--- config.mk ---
export PLATFORM = sky130hd
export DESIGN_NAME = delay_line_flat
export DESIGN_NICKNAME = d
export VERILOG_FILES = /design/src/rtl/delay_line_if.sv /design/src/rtl/delay_line.sv /design/src/flat_wrapper.sv
export SDC_FILE = /design/constraint.sdc
export NUM_CORES = 1
export LEC_CHECK = 0
export CORE_ASPECT_RATIO = 0.8
export CORE_UTILIZATION = 62
export CTS_BUF_LIST = sky130_fd_sc_hd__clkbuf_4 sky130_fd_sc_hd__clkbuf_8
export CTS_CLUSTER_DIAMETER = 50
export CTS_CLUSTER_SIZE = 24
export DETAILED_ROUTE_END_ITERATION = 10
export HOLD_SLACK_MARGIN = 0.15
export PLACE_DENSITY_LB_ADDON = 0.12
export SKIP_LAST_GASP = 1
export SYNTH_ARGS = -nofsm -noshare
export SYNTH_HDL_FRONTEND = slang
export SYNTH_SLANG_ARGS = --single-unit
--- constraint.sdc ---
create_clock -name clk -period 3.6 [get_ports clk]
set_input_delay 0.36 -clock clk [delete_from_list [all_inputs] [get_ports clk]]
set_output_delay 0.36 -clock clk [all_outputs]
set_load 0.01 [all_outputs]
--- src/rtl/delay_line_if.sv ---
// Producer/consumer bundle for delay_line; the hold signal exists only with DELAY_LINE_HOLD_EN.
interface delay_line_if #(
  parameter int unsigned WIDTH = 8,
  parameter int unsigned AW    = 4
);
  logic [WIDTH-1:0] din;
  logic             din_vld;
  logic [AW-1:0]    dly;
  logic             dly_ld;
`ifdef DELAY_LINE_HOLD_EN
  logic             hold;
`endif
  logic [WIDTH-1:0] dout;
  logic             dout_vld;
  logic [AW-1:0]    cur_dly;
  logic [AW:0]      occ;

`ifdef DELAY_LINE_HOLD_EN
  modport master (
    output din, din_vld, dly, dly_ld, hold,
    input  dout, dout_vld, cur_dly, occ
  );
  modport slave (
    input  din, din_vld, dly, dly_ld, hold,
    output dout, dout_vld, cur_dly, occ
  );
`else
  modport master (
    output din, din_vld, dly, dly_ld,
    input  dout, dout_vld, cur_dly, occ
  );
  modport slave (
    input  din, din_vld, dly, dly_ld,
    output dout, dout_vld, cur_dly, occ
  );
`endif
endinterface

--- src/rtl/delay_line.sv ---
// Programmable-latency (1..2^AW cycles) circular-buffer delay line for valid-tagged data.
// Optional DELAY_LINE_HOLD_EN adds a hold input that freezes the whole line.
module delay_line #(
  parameter int unsigned WIDTH   = 8,
  parameter int unsigned AW      = 4,
  parameter int unsigned DEF_DLY = 0
) (
  input logic         clk,
  input logic         rst_n,
  delay_line_if.slave bus
);
  localparam int unsigned DEPTH = 1 << AW;

  logic [WIDTH-1:0] data_q [DEPTH];
  logic [DEPTH-1:0] vld_q, vld_d;
  logic [AW-1:0]    wptr_q, wptr_d;
  logic [AW-1:0]    cur_dly_q, cur_dly_d;
  logic [AW-1:0]    rd_addr;
  logic [WIDTH-1:0] dout_q, dout_d;
  logic             dout_vld_q, dout_vld_d;
  logic [AW:0]      occ_q, occ_d;
  logic             adv;

`ifdef DELAY_LINE_HOLD_EN
  assign adv = ~bus.hold;
`else
  assign adv = 1'b1;
`endif

  // cur_dly >= 1 whenever this address is used, so it never equals wptr.
  assign rd_addr = wptr_q - cur_dly_q;

  always_comb begin
    vld_d      = vld_q;
    wptr_d     = wptr_q;
    cur_dly_d  = cur_dly_q;
    dout_d     = dout_q;
    dout_vld_d = dout_vld_q;
    occ_d      = occ_q;
    if (bus.dly_ld) begin
      cur_dly_d  = bus.dly;
      vld_d      = '0;
      dout_vld_d = 1'b0;
      occ_d      = '0;
      if (adv) begin
        vld_d[wptr_q] = bus.din_vld;
        wptr_d        = wptr_q + 1'b1;
        occ_d         = {{AW{1'b0}}, bus.din_vld};
        // With a new delay of 0 the load-cycle sample is due on the very next cycle.
        if (bus.dly == '0) begin
          dout_d     = bus.din;
          dout_vld_d = bus.din_vld;
        end
      end
    end else if (adv) begin
      vld_d[wptr_q] = bus.din_vld;
      wptr_d        = wptr_q + 1'b1;
      if (cur_dly_q == '0) begin
        dout_d     = bus.din;
        dout_vld_d = bus.din_vld;
      end else begin
        dout_d     = data_q[rd_addr];
        dout_vld_d = vld_q[rd_addr];
      end
      occ_d = occ_q + {{AW{1'b0}}, bus.din_vld} - {{AW{1'b0}}, dout_vld_q};
    end
  end

  always_ff @(posedge clk or negedge rst_n) begin
    if (!rst_n) begin
      vld_q      <= '0;
      wptr_q     <= '0;
      cur_dly_q  <= AW'(DEF_DLY);
      dout_q     <= '0;
      dout_vld_q <= 1'b0;
      occ_q      <= '0;
    end else begin
      vld_q      <= vld_d;
      wptr_q     <= wptr_d;
      cur_dly_q  <= cur_dly_d;
      dout_q     <= dout_d;
      dout_vld_q <= dout_vld_d;
      occ_q      <= occ_d;
    end
  end

  // Payload needs no reset; its validity is tracked by vld_q.
  always_ff @(posedge clk) begin
    if (adv) begin
      data_q[wptr_q] <= bus.din;
    end
  end

  assign bus.dout     = dout_q;
  assign bus.dout_vld = dout_vld_q;
  assign bus.cur_dly  = cur_dly_q;
  assign bus.occ      = occ_q;
endmodule

--- src/flat_wrapper.sv ---
// flat-port wrapper written by rule: the top's interface ports become plain ports
module delay_line_flat 
#(
  parameter int unsigned WIDTH   = 8,
  parameter int unsigned AW      = 4,
  parameter int unsigned DEF_DLY = 0
)
  (clk, rst_n, bus_din, bus_din_vld, bus_dly, bus_dly_ld, bus_dout, bus_dout_vld, bus_cur_dly, bus_occ);
  delay_line_if #(.WIDTH(WIDTH), .AW(AW)) bus_i ();
  input logic clk;
  input logic rst_n;
  input wire logic [$bits(bus_i.din)-1:0] bus_din;
  input wire logic [$bits(bus_i.din_vld)-1:0] bus_din_vld;
  input wire logic [$bits(bus_i.dly)-1:0] bus_dly;
  input wire logic [$bits(bus_i.dly_ld)-1:0] bus_dly_ld;
  output wire logic [$bits(bus_i.dout)-1:0] bus_dout;
  output wire logic [$bits(bus_i.dout_vld)-1:0] bus_dout_vld;
  output wire logic [$bits(bus_i.cur_dly)-1:0] bus_cur_dly;
  output wire logic [$bits(bus_i.occ)-1:0] bus_occ;
  assign bus_i.din = bus_din;
  assign bus_i.din_vld = bus_din_vld;
  assign bus_i.dly = bus_dly;
  assign bus_i.dly_ld = bus_dly_ld;
  assign bus_dout = bus_i.dout;
  assign bus_dout_vld = bus_i.dout_vld;
  assign bus_cur_dly = bus_i.cur_dly;
  assign bus_occ = bus_i.occ;
  delay_line #(.WIDTH(WIDTH), .AW(AW), .DEF_DLY(DEF_DLY)) u_core (.clk(clk), .rst_n(rst_n), .bus(bus_i));
endmodule
==> results.tsv <==
stage	metric	value	unit
setup_path	Crit. Startpoint	u_core.wptr_q[0]	
worst_hold_path	Hold Crit Class	in -> reg	
setup_path	Worst Path Max Fanout	36	
placement	dpl hpwl	8.59	mm
floorplanning	initial cell density of the core	64.2	%
setup_path	CP Class	reg -> reg	
synthesis	Yosys top cell area share	54.7	%
sta	Slew Limit Fails	0	
sta	normalized max-slew margin	38.4	%
sta	fin crit period	2.80	ns
sta	Post-Route Setup TNS	0	ns
cts	CTS tree	yes	
power	Leak Pwr	0.00280	uW
power	power per cell area	533	nW/um^2
cts	CTS Buffer Depth	2	
finish	n_diodes	0	
sta	final setup fails	0	
sta	fin crit share	77.9	%
floorplanning	die area	11800	um^2
drt	antenna-violating nets left	0	
finish	Final Non-Filler Cells	588	
global_routing	global route overflow	0	
placement	Placed Area	7460	um^2
finish	final core occ	72.4	%
cts	Post-CTS Resized	0	
sta	Hold Vio Cnt, Final	0	
synthesis	number of enable flip-flop cells after synthesis	128	
sta	Tightest Pin Transition	0.924	ns
power	Worst VDD drop	0.300	mV
setup_path	Worst R2R End	u_core.bus.dout[5]	
sta	Max Clock Freq	0.357	GHz
drt	total vias in the final route	3686	
run_status	status	completed	
drt	DRT Wirelength	14.5	mm
floorplanning	Ports	34	
synthesis	Synth Cell Area	7020	um^2
synthesis	count leader, synth	edfxtp_1	
finish	Design Area, Final	7910	um^2
synthesis	Post-synth top flop	edfxtp_1	
placement	global placement routability congestion	0.725	
sta	Final WS setup	0.796	ns
worst_hold_path	WHS Endpoint	u_core.bus.cur_dly[2]	
placement	pre-CTS setup slack	0.839	ns
setup_path	worst path required time	3.91	ns
synthesis	#FFs+latches synth	166	
setup_path	crit-path cells	inv_1 -> ha_2 -> inv_1 -> fa_1 -> buf_4 -> mux4_2 -> mux2i_1 -> o221ai_1	
placement	dpl cells	555	
setup_path	R2R cell count	8	
floorplanning	Core Footprint	10900	um^2
synthesis	commonest cells in the netlist	edfxtp_1 (128), dfrtp_1 (38), mux4_2 (36)	
synthesis	ys async rst share	22.9	%
sta	Final Skew	0.0178	ns
finish	# fillers	668	
cts	number of H-tree levels	4	
floorplanning	num rows	34	
cts	CTS Sinks	166	
finish	Syn-to-layout area delta	12.6	%
synthesis	Post-Synthesis Cells	392	
synthesis	post-synthesis sequential area ratio	68.3	%
floorplanning	Die Ht	97.2	um
cts	Worst-path clk slew	0.10	ns
setup_path	Critical-path top delay cell	fa_1	
cts	clock latency on the worst-skew pair	0.46	ns
sta	RSZ-0062 raised after global routing	false	
cts	root buffer cell	clkbuf_8	
synthesis	Synth area leader	edfxtp_1	
setup_path	critical path endpoint category	flop	
setup_path	cell mode on critical path	inv_1	
synthesis	Synth cell types	36	
setup_path	type of origin of the critical path	flop	
drt	Pre-antenna DRT Iters	5	
drt	DRT iter0 DRCs	447	
global_routing	Tot GR Track Use	27.6	%
synthesis	Ys Warns	0	
finish	nets	461	
drt	DRC	0	
floorplanning	die width	121	um
worst_hold_path	hold-critical path depth	3	
global_routing	vias in the first global route	3856	
synthesis	synth top area cells	edfxtp_1 (55%), dfrtp_1 (14%), mux4_2 (12%)	
drt	drt wl/cell	24.6	um
setup_path	r2r setup slk	0.80	ns
job	max_cap viols	0	
setup_path	Largest stage delay, worst path	0.48	ns
synthesis	Net Count, Synth	422	
placement	Port Buffers	33	
setup_path	reg2reg start	u_core.wptr_q[0]	
setup_path	WP data arrival	3.11	ns
global_routing	pin count of the biggest net entering global routing	39	
cts	CTS Hold Bufs	1	
cts	TritonCTS Buffers	17	
global_routing	global-route wire length before repair	22.6	mm
drt	drt via density	6.27	
worst_hold_path	min-delay src	bus_dly[2]	
global_routing	initial antenna violation count	0	
cts	Setup Fix Bufs, Post-CTS	0	
finish	layout cells sized above 1	22.3	%
synthesis	average size of a mapped cell	17.9	um^2
-- where the power goes --
| group | internal, uW | leakage (uW) | switching (uW) |
|---|---|---|---|
| Clock | 772 | 0.000219 | 699 |
| Sequential | 2120 | 0.00165 | 41.2 |
| Combinational | 304 | 0.000925 | 282 |
-- metrics by stage --
step                      hold slack (ns)  total power (uW)
after detailed placement            0.541              2790
final                               0.518              4220
after global routing                0.509              4370
after floorplan                    0.0644              2560
after global placement              0.522              2770
after CTS                           0.497              4240
-- cells in the final DEF, fill, tap and decap left out, drive strengths merged, types with 2 or more instances in the layout --
| master | instances |
|---|---|
| a21oi | 4 |
| a22oi | 3 |
| and2 | 13 |
| and3 | 5 |
| buf | 6 |
| bufinv | 4 |
| clkbuf | 18 |
| clkdlybuf4s50 | 32 |
| clkinv | 5 |
| clkinvlp | 2 |
| dfrtp | 38 |
| edfxtp | 128 |
| fa | 2 |
| ha | 12 |
| inv | 16 |
| mux2 | 20 |
| mux2i | 13 |
| mux4 | 36 |
| nand2 | 14 |
| nand2b | 12 |
| nand3 | 2 |
| nor2 | 4 |
| nor2b | 9 |
| nor4 | 2 |
| o211ai | 5 |
| o21ai | 17 |
| o221a | 5 |
| o221ai | 4 |
| xnor2 | 2 |
| xor2 | 4 |
-- metal layers --
layer | routed length, um | share of wire [%] | GRT usage [%] | vias to the layer above
met5 | 0 | 0 | 0 | -
met4 | 237 | 1.6 | 10.2 | 0
met3 | 755 | 5.2 | 5.46 | 21
met2 | 7050 | 49 | 41.1 | 146
met1 | 6410 | 44 | 41.3 | 1913
li1 | - | - | - | 1606
-- layout make-up --
type | count | area [um^2] | area share (%)
well taps | 144 | 180 | 2.28
inverters | 13 | 48.8 | 0.617
clock buffers | 18 | 241 | 3.05
clock inverters | 14 | 200 | 2.53
repair buffers | 39 | 385 | 4.87
multi-input cells | 194 | 2060 | 26.1
flip-flops and latches | 166 | 4790 | 60.6
-- flip-flops by register name, summed over array words and instances (netlist names) --
signal / count
u_core.bus.dout: 8
u_core.wptr_q: 4
u_core.bus.dout_vld: 1
u_core.bus.cur_dly: 4
u_core.bus.occ: 5
u_core.vld_q: 16
u_core.data_q: 128
-- worst max-delay path by stage --
stage	endpoint	cells after the start
final	u_core.bus.dout[5]	8
after global routing	u_core.bus.dout[5]	8
after CTS	u_core.bus.dout[7]	8
after global placement	u_core.bus.dout[1]	8
after detailed placement	u_core.bus.dout[7]	8
after floorplan	u_core.bus.dout[5]	10
-- critical path: cells and delay by family (launching register included) --
family / cells / cell delay (ns)
mux: 2 / 0.73
compound gates: 1 / 0.17
fa+ha+maj: 2 / 0.67
buf+inv: 3 / 0.66
flops: 1 / 0.42
-- logic make-up after synthesis --
kind of cell	Yosys count	share of synthesized area, %
AND/OR/NAND/NOR	66	5.40
AO/OA/AOI/OAI	39	3.76
buffers and inverters	32	2.42
XOR/XNOR	6	0.855
flip-flops	166	68.3
adder cells (fa/ha/maj)	14	2.71
multiplexers	69	16.6
No activity file was read; power rests on OpenSTA's default activity.
